**src/rtl/step_dir_monitor.sv**
```systemverilog
// Step/dir receiver: filters the step line, tracks absolute position and
// per-move statistics (step count, step interval, move start/end events).
module step_dir_monitor #(
  parameter int unsigned POS_WIDTH    = 16,
  parameter int unsigned CNT_WIDTH    = 16,
  parameter int unsigned MIN_HIGH     = 1,
  parameter int unsigned IDLE_TIMEOUT = 20000
) (
  input  logic                 clk,
  input  logic                 reset,
  input  logic                 step_in,
  input  logic                 dir_in,
  input  logic                 zero_pos,
  output logic [POS_WIDTH-1:0] position,
  output logic                 step_pulse,
  output logic                 dir_out,
  output logic                 moving,
  output logic                 move_done,
  output logic [CNT_WIDTH-1:0] move_steps,
  output logic [CNT_WIDTH-1:0] last_interval,
  output logic                 interval_valid,
  output logic                 glitch
);

  localparam int unsigned HW = $clog2(MIN_HIGH) + 1;
  localparam int unsigned TW = $clog2(IDLE_TIMEOUT + 1);
  localparam logic [HW-1:0] HI_LAST = HW'(MIN_HIGH - 1);
  localparam logic [TW-1:0] T_LAST  = TW'(IDLE_TIMEOUT - 1);
  localparam logic [CNT_WIDTH-1:0] CNT_MAX = '1;

  localparam logic [1:0] S_IDLE     = 2'd0;
  localparam logic [1:0] S_ARM      = 2'd1;
  localparam logic [1:0] S_WAIT_LOW = 2'd2;
  localparam logic [1:0] S_GAP      = 2'd3;

  logic                 step_q1, step_s, dir_q1, dir_s;
  logic [1:0]           state_q, state_d;
  logic [HW-1:0]        hi_cnt_q, hi_cnt_d;
  logic [POS_WIDTH-1:0] pos_q, pos_d;
  logic                 dir_out_q, dir_out_d;
  logic                 moving_q, moving_d;
  logic                 move_done_q, step_pulse_q, glitch_q, glitch_d;
  logic [CNT_WIDTH-1:0] move_steps_q, move_steps_d;
  logic [CNT_WIDTH-1:0] last_int_q, last_int_d;
  logic                 ivalid_q, ivalid_d;
  logic [CNT_WIDTH-1:0] gap_q, gap_d;
  logic [TW-1:0]        idle_q, idle_d;
  logic                 accept, timeout, to_rest;
  logic [POS_WIDTH-1:0] pos_base;

  always_comb begin
    accept   = 1'b0;
    glitch_d = 1'b0;
    to_rest  = 1'b0;
    state_d  = state_q;
    hi_cnt_d = hi_cnt_q;

    unique case (state_q)
      S_IDLE, S_GAP: begin
        if (step_s) begin
          if (MIN_HIGH == 1) begin
            accept  = 1'b1;
            state_d = S_WAIT_LOW;
          end else begin
            state_d  = S_ARM;
            hi_cnt_d = HW'(1);
          end
        end
      end
      S_ARM: begin
        if (!step_s) begin
          glitch_d = 1'b1;
          to_rest  = 1'b1;
        end else if (hi_cnt_q == HI_LAST) begin
          accept  = 1'b1;
          state_d = S_WAIT_LOW;
        end else begin
          hi_cnt_d = hi_cnt_q + 1'b1;
        end
      end
      default: begin
        if (!step_s) to_rest = 1'b1;
      end
    endcase

    // An accept on the timeout cycle wins: the move simply continues.
    timeout  = moving_q && !accept && (idle_q == T_LAST);
    moving_d = accept ? 1'b1 : (timeout ? 1'b0 : moving_q);
    if (to_rest) state_d = moving_d ? S_GAP : S_IDLE;

    idle_d = (accept || timeout || !moving_q) ? '0 : idle_q + 1'b1;

    if (accept)                           gap_d = CNT_WIDTH'(1);
    else if (moving_q && gap_q != CNT_MAX) gap_d = gap_q + 1'b1;
    else                                  gap_d = gap_q;

    // zero_pos clears first, then a coincident step is applied on top.
    pos_base = zero_pos ? '0 : pos_q;
    pos_d    = pos_base;
    if (accept) pos_d = dir_s ? pos_base + 1'b1 : pos_base - 1'b1;

    dir_out_d    = accept ? dir_s : dir_out_q;
    move_steps_d = move_steps_q;
    last_int_d   = last_int_q;
    ivalid_d     = ivalid_q;
    if (accept) begin
      if (!moving_q) begin
        move_steps_d = CNT_WIDTH'(1);
        ivalid_d     = 1'b0;
      end else begin
        if (move_steps_q != CNT_MAX) move_steps_d = move_steps_q + 1'b1;
        last_int_d = gap_q;
        ivalid_d   = 1'b1;
      end
    end
  end

  always_ff @(posedge clk) begin
    if (reset) begin
      // Step sync resets high so a line held high across reset is not a step.
      step_q1      <= 1'b1;
      step_s       <= 1'b1;
      dir_q1       <= 1'b0;
      dir_s        <= 1'b0;
      state_q      <= S_WAIT_LOW;
      hi_cnt_q     <= '0;
      pos_q        <= '0;
      dir_out_q    <= 1'b0;
      moving_q     <= 1'b0;
      move_done_q  <= 1'b0;
      step_pulse_q <= 1'b0;
      glitch_q     <= 1'b0;
      move_steps_q <= '0;
      last_int_q   <= '0;
      ivalid_q     <= 1'b0;
      gap_q        <= '0;
      idle_q       <= '0;
    end else begin
      step_q1      <= step_in;
      step_s       <= step_q1;
      dir_q1       <= dir_in;
      dir_s        <= dir_q1;
      state_q      <= state_d;
      hi_cnt_q     <= hi_cnt_d;
      pos_q        <= pos_d;
      dir_out_q    <= dir_out_d;
      moving_q     <= moving_d;
      move_done_q  <= timeout;
      step_pulse_q <= accept;
      glitch_q     <= glitch_d;
      move_steps_q <= move_steps_d;
      last_int_q   <= last_int_d;
      ivalid_q     <= ivalid_d;
      gap_q        <= gap_d;
      idle_q       <= idle_d;
    end
  end

  assign position       = pos_q;
  assign step_pulse     = step_pulse_q;
  assign dir_out        = dir_out_q;
  assign moving         = moving_q;
  assign move_done      = move_done_q;
  assign move_steps     = move_steps_q;
  assign last_interval  = last_int_q;
  assign interval_valid = ivalid_q;
  assign glitch         = glitch_q;

endmodule

```
**config.mk**
```make
export PLATFORM = sky130hd
export DESIGN_NAME = step_dir_monitor
export DESIGN_NICKNAME = d
export VERILOG_FILES = /design/src/rtl/step_dir_monitor.sv
export SDC_FILE = /design/constraint.sdc
export NUM_CORES = 1
export LEC_CHECK = 0
export BUFFER_PORTS_ARGS = -buffer_cell sky130_fd_sc_hd__buf_2
export CAP_MARGIN = 20
export CORE_MARGIN = 2
export CORE_UTILIZATION = 50
export CTS_CLUSTER_DIAMETER = 100
export DETAILED_ROUTE_END_ITERATION = 10
export GPL_TIMING_DRIVEN = 0
export PLACE_DENSITY_LB_ADDON = 0.05
export SLEW_MARGIN = 0
export SYNTH_ARGS = -nofsm -noshare
export SYNTH_HDL_FRONTEND = slang
export SYNTH_SLANG_ARGS = --single-unit
```
**constraint.sdc**
```tcl
create_clock -name clk -period 7.35 [get_ports clk]
set_input_delay 0.3675 -clock clk [delete_from_list [all_inputs] [get_ports clk]]
set_output_delay 0.3675 -clock clk [all_outputs]
set_load 0.02 [all_outputs]
```
==> results by group, run 1 <==
Min path
  – Worst Hold Depth: 2
  – HP Class: in -> reg

Finish
  – Multi-input gate area: 2630 sq um
  – Nets: between 600 and 700
  – Share of cells above drive strength 1: 13.4%
  – Register area: 1820 sq um
  – ANT cells: 0
  – Design area: between 5000 and 6000 sq um
  – Final-layout fill cell count: 883
  – Final core utilization: 57.4%
  – Finished Layout Cells: 736
  – P&R area growth vs syn: 13.3%

Global route
  – Global router's overall resource usage: 21.5%
  – Antenna violations before repair: 0
  – Overflow after GRT: 0
  – Largest net degree at the start of global routing: 18
  – Vias in the first global route: approximately 3700
  – First-pass GRT wire length: 17500 um

Synth
  – Syn. warnings: 0
  – Synthesized area per cell: 8.38 sq um
  – Post-Syn Instances: roughly 550
  – Yosys reg bits: between 90 and 100
  – Post-synth EDFFs: 0
  – Synth cell count leaders: 91 x dfxtp_1, 77 x nor2_1, 46 x nand2_1
  – Syn Std Cell Area: 4620 sq um
  – Ys flop type: dfxtp_1
  – Syn nets: approximately 580
  – Synth area leaders: dfxtp_1 39%, nor2_1 6.3%, ha_1 5.7%
  – Count leader, synth: dfxtp_1
  – Seq/Total Area, Yosys: 39.4%
  – Area leader, netlist: dfxtp_1
  – Share of the synthesized area in the top cell type: 39.4%
  – Post-synthesis cell type count: 55
  – Ys async rst share: 0%

Placed design
  – GP Congestion: 0.840
  – DP Area: about 5000 sq um
  – Placed Cells: just over 700
  – Pre-CTS WS: 4.10 ns
  – Buffers on Ports: between 50 and 60
  – Dpl hpwl: 7770 um

Timing
  – Min cycle time layout: 3.02 ns
  – Final Hold Viols: 0
  – Setup WS post-layout: 4.33 ns
  – Setup_tns: 0 ns
  – Least-Margin Pin Slew: 0.693 ns
  – Final Max Slew Viols: 0
  – RSZ-0062 raised after global routing: false
  – Skew final: ~0.014 ns
  – Final setup vio count: 0
  – Fmax: 0.331 GHz
  – Tcrit/Tclk final: about two fifths
  – Slew HR: 53.1%

Clocking
  – Clock sink count: 91
  – Skew-Pair Late Insertion Delay: roughly 0.36 ns
  – Clk root buf: clkbuf_8
  – H-tree depth: 3
  – Clock Path Buffers: 2
  – CTS buffer count: 9
  – # hold bufs at CTS: 0
  – Setup repair bufs after CTS: 0
  – # resized after CTS: 0
  – Clock transition at path regs: 0.10 ns
  – TritonCTS clock tree: done

Floorplan
  – Die Ht: 100 um
  – Num ports: a little under 60
  – Core area: 9110 sq um
  – Starting Density: between 50% and 60%
  – Die Wd: 100 um
  – Die ar.: 10000 sq um
  – Row count: 35

Worst setup path
  – Worst Path Max Fanout: 16
  – Critical path required time: 7.60 ns
  – Worst setup SP type: flop
  – CP Capture Type: flop
  – Critical Path Max Stage Delay: approximately 0.63 ns
  – Arrival @ worst endpoint: 3.28 ns
  – Crit path kind: reg -> reg
  – Slowest CP cell: a2111oi_0
  – Worst path most repeated cell: a211oi_1
  – Cells along the critical path: inv_1, ha_1, a21o_1, a2111oi_0, a211oi_1, a211oi_1, mux2i_1, nand2_1
  – Reg2reg path depth: 8

Power and ir drop
  – Max VDD drop: 110 uV
  – LEAKAGE: 2.22 nW
  – PwrDens: 166 nW/um^2

Detailed routing
  – DR vias: between 3000 and 4000
  – Post-route ant nets: 0
  – DR iter-0 viols: 158
  – 1st-pass router iterations: 4
  – Drt total wl: 10400 um
  – Residual DRC: 0
  – Vias per cell: 5.39
  – Post-DR wirelength/cell: 14.2 um

Status
  – Status: finished clean

Run
  – Max cap viols: 0
==> stage by stage <==
| step | hold WS, ns | total power, W |
|---|---|---|
| 2_1_floorplan | 0.389 | 0.000538 |
| 3_3_place_gp | 0.402 | 0.000551 |
| 3_5_place_dp | 0.404 | 0.000551 |
| 4_1_cts | 0.213 | 0.000874 |
| 5_1_grt | 0.228 | 0.000897 |
| 6_report | 0.234 | 0.000866 |
==> flip-flops by register name, summed over array words and instances, names as in the netlist <==
name / flops
position: 16
glitch: 1
dir_s: 1
step_q1: 1
interval_valid: 1
last_interval: 16
step_pulse: 1
idle_q: 15
state_q: 2
moving: 1
move_steps: 16
dir_q1: 1
dir_out: 1
move_done: 1
gap_q: 16
step_s: 1
==> layout by cell type, fill, tap and decap left out, types with 5 or more instances in the layout <==
cell,n
dfxtp_1,91
nor2_1,77
buf_2,60
nand2_1,46
a21oi_1,37
xor2_1,24
inv_1,21
ha_1,21
o21ai_0,20
nand3_1,19
nor2b_1,18
nor3_1,18
nand4_1,18
mux2i_1,18
xnor2_1,16
clkbuf_1,15
nand2b_1,9
clkbuf_8,9
or3_1,7
a21o_1,6
and3_1,5
nor4_1,5
==> kinds of logic (layout without fill, tap and decap cells) <==
logic type,Yosys count,count (layout),synth area share (%)
adder cells (fa/ha/maj),22,22,6.12
XOR/XNOR,40,40,7.59
AO/OA/AOI/OAI,92,92,12.6
buffers and inverters,41,115,3.58
multiplexers,18,18,3.90
AND/OR/NAND/NOR,247,247,26.8
flip-flops,91,91,39.4
==> path summary, 6_finish.rpt <==
| check | slack, ns | endpoint | start |
|---|---|---|---|
| worst min-delay path | 0.23 | step_q1$_SDFF_PP1_ | step_in |
| worst max-delay path | 4.33 | position[13]$_SDFF_PP0_ | dir_s$_SDFF_PP0_ |
| worst min register to register | 0.40 | step_s$_SDFF_PP1_ | step_q1$_SDFF_PP1_ |
| worst max register to register | 4.33 | position[13]$_SDFF_PP0_ | dir_s$_SDFF_PP0_ |
==> report_power, final <==
part | internal [W] | switching (W) | total, W
clock network | 0.000130 | 0.000197 | 0.000326
logic | 0.0000140 | 0.0000295 | 0.0000435
registers | 0.000495 | 0.00000162 | 0.000496
total | 0.000638 | 0.000228 | 0.000866
==> critical path, delay by kind of cell, from the launching register on <==
kind	cells	cell delay, ns
AOI/OAI and AO/OA	4	1.34
adders and majority gates	1	0.40
buffers and inverters	1	0.50
DFF	1	0.39
muxes	1	0.22
and+or+nand+nor	1	0.07
==> per-layer routing <==
| layer | GRT usage (%) | share of wire (%) | vias up |
|---|---|---|---|
| li1 | - | - | 2067 |
| met1 | 29.5 | 49 | 1834 |
| met2 | 35.5 | 46 | 58 |
| met3 | 3.55 | 3.0 | 9 |
| met4 | 5.69 | 1.3 | 0 |
| met5 | 0 | 0 | - |
==> layout make-up <==
| type | instances | share of cell area [%] |
|---|---|---|
| Clock buffer | 9 | 2.37 |
| Inverter | 22 | 1.60 |
| Sequential cell | 91 | 34.8 |
| Multi-Input combinational cell | 419 | 50.3 |
| Buffer | 19 | 1.55 |
| Timing Repair Buffer | 58 | 5.55 |
| Tap cell | 111 | 2.65 |
| Clock inverter | 7 | 1.15 |
No activity file was read; power rests on OpenSTA's default activity.
==> run 2: changes to the inputs <==
--- a/config.mk
+++ b/config.mk
@@ -5,6 +5,7 @@
 export SDC_FILE = /design/constraint.sdc
 export NUM_CORES = 1
 export LEC_CHECK = 0
+export ABC_AREA = 1
 export BUFFER_PORTS_ARGS = -buffer_cell sky130_fd_sc_hd__buf_2
 export CAP_MARGIN = 20
 export CORE_MARGIN = 2
==> constraint.sdc (replaced) <==
create_clock -name clk -period 2.92 [get_ports clk]
set_input_delay 0.146 -clock clk [delete_from_list [all_inputs] [get_ports clk]]
set_output_delay 0.146 -clock clk [all_outputs]
set_load 0.02 [all_outputs]
==> run 2 against run 1 <==
Against the previous run:
- clock-buffer cell count up 2
- non-clock buffer count fell by 3
- cell count grew 36%
- critical path depth up 4
- die area rose by 12%
- sequential power grew to 2.5 times the previous value
- first-iteration DRC count increased by 33%
- combinational power increased to 2.9 times the previous value
- critical endpoint unchanged
==> results by group, run 2 <==
Status
  – Status: finished clean

Floorplan
  – Die ar.: around 11000 sq um
  – Die Ht: ~110 um
  – Num ports: 59
  – Die Wd: 106 um
  – Row count: 37
  – Starting Density: 50.9%
  – Core area: a little over 10000 sq um

Finish
  – ANT cells: 0
  – Most common cell after layout, fill and taps aside: nand2_1
  – Final-layout fill cell count: 1012
  – Share of cells above drive strength 1: 14.5%
  – Leading cell types in the layout, fill and taps excluded: 236 x nand2_1, 107 x inv_1, 91 x dfxtp_1
  – Nets: slightly below 900
  – Design area: 5860 sq um
  – P&R area growth vs syn: 12.5%

Clocking
  – H-tree depth: 3
  – CTS buffer count: 9
  – # resized after CTS: 0
  – Clock Path Buffers: 2
  – Clock transition at path regs: ~0.1 ns
  – Skew-Pair Late Insertion Delay: around 0.37 ns
  – Clock sink count: 91
  – Clk root buf: clkbuf_8
  – TritonCTS clock tree: done
  – # hold bufs at CTS: 2
  – Setup repair bufs after CTS: 0

Placed design
  – Buffers on Ports: 56
  – DP Area: 5660 sq um
  – GP Congestion: 0.927
  – Dpl hpwl: 9450 um

Detailed routing
  – Drt total wl: 12400 um
  – Post-DR wirelength/cell: 12.4 um
  – Wire length on met1: approximately 6000 um
  – DR iter-0 viols: 210
  – Top Metal Used: met4
  – Met2 Wirelength: 5750 um
  – DR WL met3: 446 um
  – Residual DRC: 0
  – DR vias: 5020
  – 1st-pass router iterations: 5
  – Vias per cell: about 5.0
  – Post-route ant nets: 0

Synth
  – Syn nets: about 820
  – Post-Syn Instances: 788
  – Compound-Gate Fraction of Synth Area: under 10%
  – Synth Area in XOR/XNOR: under 10%
  – Seq/Total Area, Yosys: a little over a third
  – Post-synthesis cell type count: 39
  – Post-synth EDFFs: 0
  – Synth area leaders: dfxtp_1 35%, nand2_1 17%, inv_1 7.7%
  – Share of the synthesized area in the top cell type: 35.0%
  – Synthesized area per cell: 6.61 sq um
  – Ys flop type: dfxtp_1
  – Simple-Gate Fraction of Synth Area: about 37%
  – Ys async rst share: 0%
  – Main combinational cell family by area after synthesis: simple AND/OR/NAND/NOR gates
  – Yosys reg bits: 91
  – Count leader, synth: nand2_1
  – Post-synthesis mux area share: 0%
  – Syn. warnings: 0
  – Adder-Cell Fraction of Synth Area: approximately 5.4%
  – Syn Std Cell Area: between 5000 and 6000 sq um
  – Area leader, netlist: dfxtp_1
  – Synth cell count leaders: 236 x nand2_1, 107 x inv_1, 91 x dfxtp_1

Run
  – Max cap viols: 0

Timing
  – Final Hold Viols: 0
  – Slew HR: 54.0%
  – Fmax: 0.461 GHz
  – Final Max Slew Viols: 0
  – Least-Margin Pin Slew: 0.689 ns
  – Final setup vio count: 0
  – Tcrit/Tclk final: 74.3%
  – Skew final: roughly 0.0086 ns
  – Setup_tns: 0 ns
  – RSZ-0062 raised after global routing: false
  – Min cycle time layout: 2.17 ns

Worst setup path
  – Worst path most repeated cell: nand2_1
  – Crit path kind: reg -> reg
  – CP Capture Type: flop
  – Slowest CP cell: inv_1
  – Worst setup SP type: flop
  – Crit path max-delay family: simple AND/OR/NAND/NOR gates
  – Worst Path Max Fanout: 18
  – Arrival @ worst endpoint: 2.44 ns
  – Cells along the critical path: inv_1, ha_1, nand2_1, inv_1, nand2_1, nand2_1, nand2_1, nand2_1, nand2_1, nand3_1, nand3_1, nand2_1
  – CP bufs+invs: 2
  – Critical path required time: 3.19 ns
  – Critical Path Max Stage Delay: between 0.5 and 0.6 ns

Power and ir drop
  – Max VDD drop: 214 uV
  – PwrDens: 373 nW/um^2
  – LEAKAGE: 2.69 nW

Min path
  – HP Class: in -> reg

Global route
  – First-pass GRT wire length: 21100 um
  – Overflow after GRT: 0
  – Antenna violations before repair: 0
  – Global router's overall resource usage: 23.0%
  – Vias in the first global route: 4691
  – Largest net degree at the start of global routing: 19
run 2: cell types whose count changed after synthesis, moves of 8 or more:
cell / previous run / this run
xnor2_1: 16 / 3
inv_2: 0 / 8
a21oi_2: 0 / 10
nor2_1: 77 / 85
inv_1: 21 / 107
mux2i_1: 18 / 0
nand3_1: 19 / 62
nand2_1: 46 / 236
nand2b_1: 9 / 0
nor2b_1: 18 / 0
clkbuf_1: 15 / 5
run 2: worst reg2reg max path, delay by kind of cell (launching register included):
| kind | cells | cell delay (ns) |
|---|---|---|
| adders and majority gates | 1 | 0.41 |
| buffers and inverters | 2 | 0.55 |
| DFF | 1 | 0.34 |
| and+or+nand+nor | 9 | 0.75 |
run 2: logic make-up after synthesis:
| kind of cell | count (synthesis) |
|---|---|
| fa+ha+maj | 22 |
| xor+xnor | 21 |
| flops | 91 |
| buf+inv | 132 |
| simple gates | 443 |
| compound gates | 79 |
run 2: report_power, final:
group / leakage (nW) / switching, W / internal [W]
sequential: 0.734 / 0.00000413 / 0.00125
combinational: 1.88 / 0.0000860 / 0.0000383
clock: 0.0859 / 0.000474 / 0.000336
total: 2.69 / 0.000564 / 0.00162
run 2: cell type report:
cell class / instances / area [sq um] / area share (%)
Sequential cell: 91 / 1820 / 31.1
Inverter: 116 / 435 / 7.43
Clock buffer: 11 / 141 / 2.41
Clock inverter: 5 / 37.5 / 0.641
Buffer: 16 / 88.8 / 1.52
Multi-Input combinational cell: 565 / 2860 / 48.9
Tap cell: 136 / 170 / 2.90
Timing Repair Buffer: 58 / 300 / 5.12
run 2: stage by stage:
step	worst slack (ns)	hold slack (ns)	power (W)	utilization, %	std cells
3_5_place_dp	0.738	0.340	0.00140	55.3	980
5_1_grt	0.524	0.231	0.00227	57.3	998
3_3_place_gp	0.768	0.346	0.00140	55.3	980
2_1_floorplan	1.15	0.250	0.00137	-	788
4_1_cts	0.753	0.188	0.00221	57.3	998
6_report	0.752	0.193	0.00218	57.3	998
run 2: worst paths after layout:
check	from	end	slack, ns	cells past startpoint
setup reg to reg	dir_s$_SDFF_PP0_	position[13]$_SDFF_PP0_	0.75	12
setup / recovery	dir_s$_SDFF_PP0_	position[13]$_SDFF_PP0_	0.75	12
hold reg to reg	dir_q1$_SDFF_PP0_	dir_s$_SDFF_PP0_	0.41	2
hold / removal	zero_pos	position[12]$_SDFF_PP0_	0.19	4
run 2: per-layer routing:
layer | up-vias | global-route usage [%]
li1 | 2626 | -
met4 | 0 | 7.99
met3 | 16 | 2.88
met1 | 2290 | 30.3
met2 | 88 | 39.0
met5 | - | 0
==> run 3: changes to the inputs <==
==> constraint.sdc (replaced) <==
create_clock -name clk -period 2.07 [get_ports clk]
set_input_delay 0.1035 -clock clk [delete_from_list [all_inputs] [get_ports clk]]
set_output_delay 0.1035 -clock clk [all_outputs]
set_load 0.02 [all_outputs]
==> run 3 against run 2 <==
Against the previous run:
- sequential share of layout area decreased by 0.53 points
- first-iteration DRC count decreased by 1.9%
- total power increased by 42%
- fmax increased by 9.4%
- global-route usage increased by 0.14 points
- design area increased by 1.8%
- clock-buffer cell count unchanged
- combinational power increased by 54%
- sequential cell count unchanged
- die area unchanged
- largest cell class unchanged
- critical path depth decreased by 4
- via count increased by 1.1%
==> results by group, run 3 (same netlist as run 2, synthesis figures left out) <==
Status
  – Status: finished clean

Min path
  – HP Class: in -> reg

Clocking
  – Clock transition at path regs: 0.10 ns
  – Clock sink count: about 90
  – Clock Path Buffers: 2
  – Skew-Pair Late Insertion Delay: 0.38 ns
  – H-tree depth: 3
  – CTS buffer count: 9
  – TritonCTS clock tree: done
  – Clk root buf: clkbuf_8

Finish
  – Leading cell types in the layout, fill and taps excluded: 235 x nand2_1, 106 x inv_1, 90 x dfxtp_1
  – Final core utilization: about three fifths
  – Multi-input gate area: 2910 sq um
  – P&R area growth vs syn: 14.5%
  – ANT cells: 0
  – Most common cell after layout, fill and taps aside: nand2_1
  – Final-layout fill cell count: 1003
  – Design area: 5960 sq um
  – Share of cells above drive strength 1: 16.0%
  – Register area: 1820 sq um
  – Nets: 890

Global route
  – M3 GR Usage: 2.88%
  – Largest net degree at the start of global routing: 18
  – Met1 Use GR: between 30% and 40%
  – M2 GR Usage: 39.5%
  – Vias in the first global route: roughly 4700
  – Global router's overall resource usage: 23.2%
  – GR peak layer: met2
  – Overflow after GRT: 0
  – First-pass GRT wire length: 21200 um
  – Antenna violations before repair: 0

Detailed routing
  – DR iter-0 viols: 206
  – Drt total wl: 12600 um
  – Residual DRC: 0
  – 1st-pass router iterations: 5
  – Post-route ant nets: 0
  – DR vias: 5075
  – Post-DR wirelength/cell: 12.6 um
  – Vias per cell: 5.05

Floorplan
  – Core area: 10200 sq um
  – Die Ht: 106 um
  – Die ar.: 11300 sq um
  – Starting Density: 50.9%
  – Die Wd: 106 um
  – Num ports: 59
  – Row count: 37

Timing
  – Final setup vio count: 0
  – Setup WS post-layout: 0.0887 ns
  – Final Hold Viols: 0
  – Min cycle time layout: 1.98 ns
  – Fin Hold WS: ~0.15 ns
  – Setup_tns: 0 ns
  – RSZ-0062 raised after global routing: false
  – Fmax: 0.505 GHz
  – Final Max Slew Viols: 0
  – Least-Margin Pin Slew: 0.599 ns
  – Slew HR: 60.1%
  – Tcrit/Tclk final: 95.7%
  – Skew final: 0.00966 ns

Worst setup path
  – Arrival @ worst endpoint: 2.30 ns
  – Reg2reg path depth: 8
  – Critical path required time: 2.38 ns
  – Worst setup SP type: flop
  – Reg2reg end: gap_q[12]$_SDFFE_PP0P_
  – CP Capture Type: flop
  – Crit path from: state_q[0]$_SDFFE_PP0P_
  – Worst Path Max Fanout: 10
  – R2r setup slk: 0.09 ns
  – CP endpoint: gap_q[12]$_SDFFE_PP0P_
  – Reg-to-reg critical path startpoint: state_q[0]$_SDFFE_PP0P_
  – Crit path kind: reg -> reg

Placed design
  – GP Congestion: a little over 0.9
  – Buffers on Ports: 56
  – DP Area: 5660 sq um
  – Pre-CTS WS: -0.0713 ns
  – Dpl hpwl: approximately 9400 um

Run
  – Max cap viols: 0

Power and ir drop
  – Max VDD drop: between 300 and 400 uV
  – LEAKAGE: roughly 2.7 nW
  – PwrDens: 520 nW/um^2
[run 3: worst min path at each step]
stage                        start                      end  slack, ns  cells past startpoint
after floorplan            step_in       step_q1$_SDFF_PP1_       0.21                      1
after global placement     step_in       step_q1$_SDFF_PP1_       0.30                      2
after detailed placement   step_in       step_q1$_SDFF_PP1_       0.30                      2
after CTS                 zero_pos  position[12]$_SDFF_PP0_       0.15                      4
after global routing         reset        step_s$_SDFF_PP1_       0.19                      2
final                        reset        step_s$_SDFF_PP1_       0.15                      2
[run 3: cell type report]
| cell class | count | area share (%) |
|---|---|---|
| Sequential cell | 91 | 30.6 |
| Inverter | 116 | 7.36 |
| Multi-Input combinational cell | 565 | 48.7 |
| Clock inverter | 5 | 0.629 |
| Timing Repair Buffer | 64 | 6.00 |
| Buffer | 16 | 1.49 |
| Clock buffer | 11 | 2.37 |
| Tap cell | 136 | 2.85 |
[run 3: timing repair]
| item | CTS | global route |
|---|---|---|
| buffers inserted | 2 | 4 |
| hold buffers | 2 | 0 |
| resized for setup | 1 | 10 |
| cloned | 0 | 0 |
| pin swaps | 0 | 2 |
| setup endpoints to repair | 8 | 23 |
| endpoints found under the hold margin | 2 | 0 |
[run 3: critical path, stage by stage, from the launching register on]
cell	delay [ns]
dfxtp_1	0.38
inv_1	0.06
ha_1	0.35
o21ai_4	0.22
nor2_4	0.10
nor2_4	0.25
inv_2	0.16
buf_2	0.25
a21oi_2	0.14
[run 3: routing by layer]
layer,routed length (um),up-vias
met5,0,-
met4,223,0
met3,486,20
met2,5900,91
met1,6020,2331
li1,-,2633
[run 3: power by group]
part	internal, W	total [W]	switching [W]
registers	0.00176	0.00176	0.00000657
clock network	0.000474	0.00115	0.000675
logic	0.0000630	0.000191	0.000128
total	0.00229	0.00310	0.000810
[run 3: through the flow]
step | total power, W | instances
final | 0.00310 | 1004
after global routing | 0.00321 | 1004
after CTS | 0.00312 | 1000
after detailed placement | 0.00198 | 980
after global placement | 0.00197 | 980
after floorplan | 0.00193 | 788
